**config.mk**
```make
export PLATFORM = sky130hd
export DESIGN_NAME = mem_port_arbiter_flat
export DESIGN_NICKNAME = d
export VERILOG_FILES = /design/src/rtl/mem_port_arbiter_pkg.sv /design/src/rtl/mem_port_arbiter_if.sv /design/src/rtl/mem_port_arbiter.sv /design/src/flat_wrapper.sv
export SDC_FILE = /design/constraint.sdc
export NUM_CORES = 1
export LEC_CHECK = 0
export CAP_MARGIN = 20
export CELL_PAD_IN_SITES_DETAIL_PLACEMENT = 1
export CELL_PAD_IN_SITES_GLOBAL_PLACEMENT = 1
export CORE_AREA = 2 2 84 86
export DETAILED_ROUTE_END_ITERATION = 10
export DIE_AREA = 0 0 86 88
export DONT_BUFFER_PORTS = 1
export PLACE_DENSITY_LB_ADDON = 0.1
export SLEW_MARGIN = 15
export SYNTH_ARGS = -nofsm -noshare
export SYNTH_HDL_FRONTEND = slang
export SYNTH_SLANG_ARGS = --single-unit
```
**constraint.sdc**
```tcl
create_clock -name clk -period 2.6 [get_ports clk]
set_input_delay 0.26 -clock clk [delete_from_list [all_inputs] [get_ports clk]]
set_output_delay 0.26 -clock clk [all_outputs]
set_load 0.005 [all_outputs]
```
**src/rtl/mem_port_arbiter_pkg.sv**
```systemverilog
// Shared widths and types for the I/D memory port arbiter.
// Address/word widths match the single-port 32x64k memory.
package mem_port_arbiter_pkg;

   localparam int ADDR_W = 16;
   localparam int WORD_W = 32;

   typedef logic [ADDR_W-1:0] addr_t;
   typedef logic [WORD_W-1:0] word_t;

   typedef enum logic [1:0] {
      SRC_NONE = 2'd0,
      SRC_I    = 2'd1,
      SRC_D    = 2'd2
   } src_e;

endpackage

```
**src/rtl/mem_port_arbiter_if.sv**
```systemverilog
// Bundle of the I requester, D requester and memory-side signals of the arbiter.
// The arbiter uses the slave view; requesters and the memory model use master.
interface mem_port_arbiter_if;
   import mem_port_arbiter_pkg::*;

   logic  i_req;
   addr_t i_addr;
   logic  i_gnt;
   logic  i_rvalid;
   word_t i_rdata;

   logic  d_req;
   logic  d_we;
   addr_t d_addr;
   word_t d_wdata;
   logic  d_gnt;
   logic  d_rvalid;
   word_t d_rdata;

   addr_t mem_a;
   logic  mem_w;
   word_t mem_d;
   word_t mem_q;

   modport slave (
      input  i_req, i_addr, d_req, d_we, d_addr, d_wdata, mem_q,
      output i_gnt, i_rvalid, i_rdata, d_gnt, d_rvalid, d_rdata,
      output mem_a, mem_w, mem_d
   );

   modport master (
      output i_req, i_addr, d_req, d_we, d_addr, d_wdata, mem_q,
      input  i_gnt, i_rvalid, i_rdata, d_gnt, d_rvalid, d_rdata,
      input  mem_a, mem_w, mem_d
   );

endinterface

```
**src/rtl/mem_port_arbiter.sv**
```systemverilog
// Shares one single-port memory between I-fetch and load/store: D has priority,
// a starvation counter forces an I grant, and a 2-bit tag routes the late mem_q.
module mem_port_arbiter
   import mem_port_arbiter_pkg::*;
#(
   parameter int unsigned STARVE_MAX = 3
) (
   input  logic                clk,
   input  logic                rst,
   mem_port_arbiter_if.slave   bus
);

   localparam int CNT_W = 8;
   localparam logic [CNT_W-1:0] STARVE_LIM = CNT_W'(STARVE_MAX);

   logic [CNT_W-1:0] starve_cnt_r;
   logic [CNT_W-1:0] starve_cnt_s;
   logic             force_i_s;
   logic             i_gnt_s;
   logic             d_gnt_s;
   src_e             src_s;
   addr_t            mem_a_s;
   logic             mem_w_s;
   word_t            mem_d_s;
   logic             i_pend_r;
   logic             d_pend_r;

   // Same-cycle grant decision; nothing is issued while reset is held
   always_comb begin
      force_i_s = 1'b0;
      d_gnt_s   = 1'b0;
      i_gnt_s   = 1'b0;
      src_s     = SRC_NONE;
      if (rst) begin
         src_s = SRC_NONE;
      end else begin
         force_i_s = bus.i_req && (starve_cnt_r == STARVE_LIM);
         d_gnt_s   = bus.d_req && !force_i_s;
         i_gnt_s   = bus.i_req && !d_gnt_s;
         if (d_gnt_s) begin
            src_s = SRC_D;
         end else if (i_gnt_s) begin
            src_s = SRC_I;
         end else begin
            src_s = SRC_NONE;
         end
      end
   end

   // Memory port mux; an ungranted cycle becomes a discarded read of address 0
   always_comb begin
      mem_a_s = {ADDR_W{1'b0}};
      mem_w_s = 1'b0;
      mem_d_s = {WORD_W{1'b0}};
      case (src_s)
         SRC_D: begin
            mem_a_s = bus.d_addr;
            mem_w_s = bus.d_we;
         end
         SRC_I: begin
            mem_a_s = bus.i_addr;
         end
         default: begin
            mem_a_s = {ADDR_W{1'b0}};
         end
      endcase
      if (rst) begin
         mem_d_s = {WORD_W{1'b0}};
      end else begin
         mem_d_s = bus.d_wdata;
      end
   end

   // Starvation counter: counts consecutive I losses, saturating at the limit
   always_comb begin
      starve_cnt_s = {CNT_W{1'b0}};
      if (bus.i_req && !i_gnt_s) begin
         if (starve_cnt_r < STARVE_LIM) begin
            starve_cnt_s = starve_cnt_r + 8'd1;
         end else begin
            starve_cnt_s = starve_cnt_r;
         end
      end else begin
         starve_cnt_s = {CNT_W{1'b0}};
      end
   end

   // Counter and read-return tag; the tag flops are the rvalid outputs
   always_ff @(posedge clk or posedge rst) begin
      if (rst) begin
         starve_cnt_r <= {CNT_W{1'b0}};
         i_pend_r     <= 1'b0;
         d_pend_r     <= 1'b0;
      end else begin
         starve_cnt_r <= starve_cnt_s;
         i_pend_r     <= i_gnt_s;
         d_pend_r     <= d_gnt_s && !bus.d_we;
      end
   end

   assign bus.i_gnt    = i_gnt_s;
   assign bus.d_gnt    = d_gnt_s;
   assign bus.mem_a    = mem_a_s;
   assign bus.mem_w    = mem_w_s;
   assign bus.mem_d    = mem_d_s;
   assign bus.i_rvalid = i_pend_r;
   assign bus.d_rvalid = d_pend_r;
   assign bus.i_rdata  = bus.mem_q;
   assign bus.d_rdata  = bus.mem_q;

endmodule

```
**src/flat_wrapper.sv**
```systemverilog
// flat-port wrapper written by rule: the top's interface ports become plain ports
module mem_port_arbiter_flat import mem_port_arbiter_pkg::*;
#(
   parameter int unsigned STARVE_MAX = 3
)
  (clk, rst, bus_i_req, bus_i_addr, bus_d_req, bus_d_we, bus_d_addr, bus_d_wdata, bus_mem_q, bus_i_gnt, bus_i_rvalid, bus_i_rdata, bus_d_gnt, bus_d_rvalid, bus_d_rdata, bus_mem_a, bus_mem_w, bus_mem_d);
  mem_port_arbiter_if bus_i ();
  input  logic clk;
  input  logic rst;
  input wire logic [$bits(bus_i.i_req)-1:0] bus_i_req;
  input wire logic [$bits(bus_i.i_addr)-1:0] bus_i_addr;
  input wire logic [$bits(bus_i.d_req)-1:0] bus_d_req;
  input wire logic [$bits(bus_i.d_we)-1:0] bus_d_we;
  input wire logic [$bits(bus_i.d_addr)-1:0] bus_d_addr;
  input wire logic [$bits(bus_i.d_wdata)-1:0] bus_d_wdata;
  input wire logic [$bits(bus_i.mem_q)-1:0] bus_mem_q;
  output wire logic [$bits(bus_i.i_gnt)-1:0] bus_i_gnt;
  output wire logic [$bits(bus_i.i_rvalid)-1:0] bus_i_rvalid;
  output wire logic [$bits(bus_i.i_rdata)-1:0] bus_i_rdata;
  output wire logic [$bits(bus_i.d_gnt)-1:0] bus_d_gnt;
  output wire logic [$bits(bus_i.d_rvalid)-1:0] bus_d_rvalid;
  output wire logic [$bits(bus_i.d_rdata)-1:0] bus_d_rdata;
  output wire logic [$bits(bus_i.mem_a)-1:0] bus_mem_a;
  output wire logic [$bits(bus_i.mem_w)-1:0] bus_mem_w;
  output wire logic [$bits(bus_i.mem_d)-1:0] bus_mem_d;
  assign bus_i.i_req = bus_i_req;
  assign bus_i.i_addr = bus_i_addr;
  assign bus_i.d_req = bus_d_req;
  assign bus_i.d_we = bus_d_we;
  assign bus_i.d_addr = bus_d_addr;
  assign bus_i.d_wdata = bus_d_wdata;
  assign bus_i.mem_q = bus_mem_q;
  assign bus_i_gnt = bus_i.i_gnt;
  assign bus_i_rvalid = bus_i.i_rvalid;
  assign bus_i_rdata = bus_i.i_rdata;
  assign bus_d_gnt = bus_i.d_gnt;
  assign bus_d_rvalid = bus_i.d_rvalid;
  assign bus_d_rdata = bus_i.d_rdata;
  assign bus_mem_a = bus_i.mem_a;
  assign bus_mem_w = bus_i.mem_w;
  assign bus_mem_d = bus_i.mem_d;
  mem_port_arbiter #(.STARVE_MAX(STARVE_MAX)) u_core (.clk(clk), .rst(rst), .bus(bus_i));
endmodule
```
==> impl_results.md <==
* Cell Area, Synth at 1365 sq um
* Std cell rows at 30
* Register area share after synthesis at 18.33%
* Rel. slew slack at 37.66%
* CTS tree: yes
* Final Net Count at 193
* Least-Margin Pin Slew at 0.9351 ns
* Fmax at 438.9 MHz
* CP startpoint kind: register
* First-pass GRT wire length at 5.223 mm
* Worst Reg-to-Reg Cells at 4
* Total power at 0.0004368 W
* Vias at 839
* Reg2Reg Launch Point: u_core.starve_cnt_r[0]
* WP depth at 4
* Sequential share of power at 37.3%
* Hold crit path type: input pin to register
* Wire per inst at 22.84 microns
* Slowest cell on crit path: or4b_4
* Delay-heaviest family, CP: compound AO/OA/AOI/OAI gates
* Die Span Y at 88 microns
* Final HPWL DP at 3.247 mm
* Slew Viols, Final at 0
* Worst skew pair latency at 0.23 ns
* Antenna cells at 0
* Max-cap violations at 0
* Area occupied by multi-input gates at 574.3 sq um
* Clock buffer count from CTS at 3
* Core ar. at 6644 sq um
* Die width at 86 microns
* Critical path fanouts, max at 17
* Drt first pass iters at 7
* Failing checks: DRC
* Hold-fix buffers, CTS at 1
* Combinational fraction of design power at 18.4%
* Post-synth EDFFs at 0
* Reg-to-reg endpoint: u_core.bus.i_rvalid
* Layout area overhead at -27.22%
* CTS Sinks at 10
* Mean Syn Cell Area at 8.640 sq um
* Leak at 0.3961 nW
* Clock tree buffer depth at 2
* Synthesized Nets at 260
* CP arrival at 2.02 ns
* Post-Syn Instances at 158
* Initial antenna violation count at 0
* YS warnings at 0
* Pint at 0.0003307 W
* Final hold violation count at 0
* Post-route minimum period at 2.279 ns
* Clock share of power at 44.2%
* R2R setup slack at 0.76 ns
* Vias per cell at 4.935
* Power per standard cell area at 439.7 nW/um^2
* Residual DRC at 1
* Sum Neg Setup Slack at 0 ns
* Worst stage delay on the critical path at 0.50 ns
* Data required time of the critical path at 2.34 ns
* Yosys cell types at 29
* Final setup fails at 0
* Most frequent cells in the layout: nor2b_1, a32o_1, dfrtp_1, and3_1, clkbuf_8
* RD Place Congestion at 0.7125
* RSZ-0062 raised after global routing: no
* FILL cells at 764
* Outcome: complete, but fails checks
* Layout Skew at 0.002960 ns
* NetSw at 0.0001061 W
* Ys flop type: dfrtp_1
* Postcts setup bufs at 0
* Cell Chain, Critical Path: ha_1 > or4b_4 > o21ai_4 > a32o_1
* Layout cells sized above 1 at 16.67%
* Largest net degree at the start of global routing at 37
* H-tree depth at 1
* Hold_sp: bus_d_we
* Root buf cell: clkbuf_8
* Period Utilization, post-route at 87.64%
* Initial DRC count at 20
* Die Footprint at 7568 sq um
* Leading cell type in the layout, fill and taps excluded: nor2b_1
* Yosys reg bits at 10
* Remaining global-route overflow at 0
* Gr usage total at 9.264%
* Starting Density at 20.55%
* FF+latch area at 250.2 sq um
* Buf+Inv Stages, Crit Path at 0
* Worst-path clk slew at 0.05 ns
* Hold_ws at 0.09231 ns
* Remaining antenna violation count at 0
* Maximum vdd drop at 0.0001172 V
* Vias in the first global route at 798
* Final wirelength at 3.882 mm
* Hold path depth at 1
* Crit Path Class: register to output pin
* Net Sw Frac at 24.30%
* CP endpoint kind: output pin
* Resize count post-CTS at 0
* # IOs at 218
* IO Port Bufs at 0
* WHS Endpoint: u_core.bus.d_rvalid
* Post-synth ARST share at 100.0%
[cell families after synthesis]
| family | count (synthesis) | synth area share (%) |
|---|---|---|
| adder cells (fa/ha/maj) | 1 | 0.9164 |
| flip-flops | 10 | 18.33 |
| AO/OA/AOI/OAI | 23 | 16.32 |
| AND/OR/NAND/NOR | 50 | 24.84 |
| buffers and inverters | 74 | 39.60 |
[worst register-to-register path, delay by kind of cell (launching register included)]
kind                       cells  cell delay, ns
AOI/OAI and AO/OA              1            0.40
adders and majority gates      1            0.23
and+or+nand+nor                2            0.76
DFF                            1            0.37
[cell type report]
cell class | instances | area share (%)
clock buffers | 4 | 5.542
inverters | 1 | 0.3778
well taps | 80 | 10.08
repair buffers | 1 | 1.008
multi-input cells | 74 | 57.81
flip-flops and latches | 10 | 25.19
[registers in the layout, summed over array words and instances, names as in the netlist]
name	count
u_core.bus.i_rvalid	1
u_core.bus.d_rvalid	1
u_core.starve_cnt_r	8
[cells in the mapped netlist (2+ instances only)]
library cell	number	area, sq um
and2_1	2	12.51
buf_4	65	488.0
o21ai_0	2	10.01
and3_1	6	37.54
a32o_2	2	22.52
and2b_2	3	26.28
dfrtp_1	10	250.2
nor2b_1	30	187.7
a32o_1	14	140.1
clkbuf_1	3	11.26
a21oi_1	2	10.01
or3_1	2	12.51
[metrics by stage]
step | worst slack, ns | instance area (sq um) | utilization, % | std cells
global route | 0.2136 | 993.5 | 14.95 | 170
detailed placement | 0.5772 | 928.4 | 13.97 | 165
finish | 0.3214 | 993.5 | 14.95 | 170
global placement | 0.5828 | 928.4 | 13.97 | 165
CTS | 0.3029 | 993.5 | 14.95 | 170
floorplan | 0.7976 | 1365 | - | 158
[power groups by stage]
stage	combinational (W)	sequential (W)	clock, W
2_1_floorplan	0.000161	0.000164	0
3_3_place_gp	0.0000828	0.000165	0
3_5_place_dp	0.0000816	0.000166	0
4_1_cts	0.0000828	0.000163	0.000202
5_1_grt	0.0000895	0.000163	0.000211
6_report	0.0000804	0.000163	0.000193
[how the worst max path moves through the flow]
stage	start	end	slack (ns)
6_report	u_core.starve_cnt_r[0]	bus_mem_a[10]	0.32
5_1_grt	u_core.starve_cnt_r[5]	bus_mem_a[12]	0.21
4_1_cts	u_core.starve_cnt_r[0]	bus_mem_a[10]	0.30
3_5_place_dp	u_core.starve_cnt_r[0]	bus_mem_a[10]	0.58
3_3_place_gp	u_core.starve_cnt_r[0]	bus_mem_a[10]	0.58
2_1_floorplan	u_core.starve_cnt_r[0]	bus_mem_a[0]	0.80
[routing by layer]
metal	up-vias	share of wire, %	wire, microns	GRT usage (%)
met1	404	35	1351	10.12
met2	87	54	2109	16.14
met4	0	1.9	72	3.175
met5	-	0	0	0
li1	340	-	-	-
met3	8	9.0	349	3.959
(Power assumes the default switching activity.)
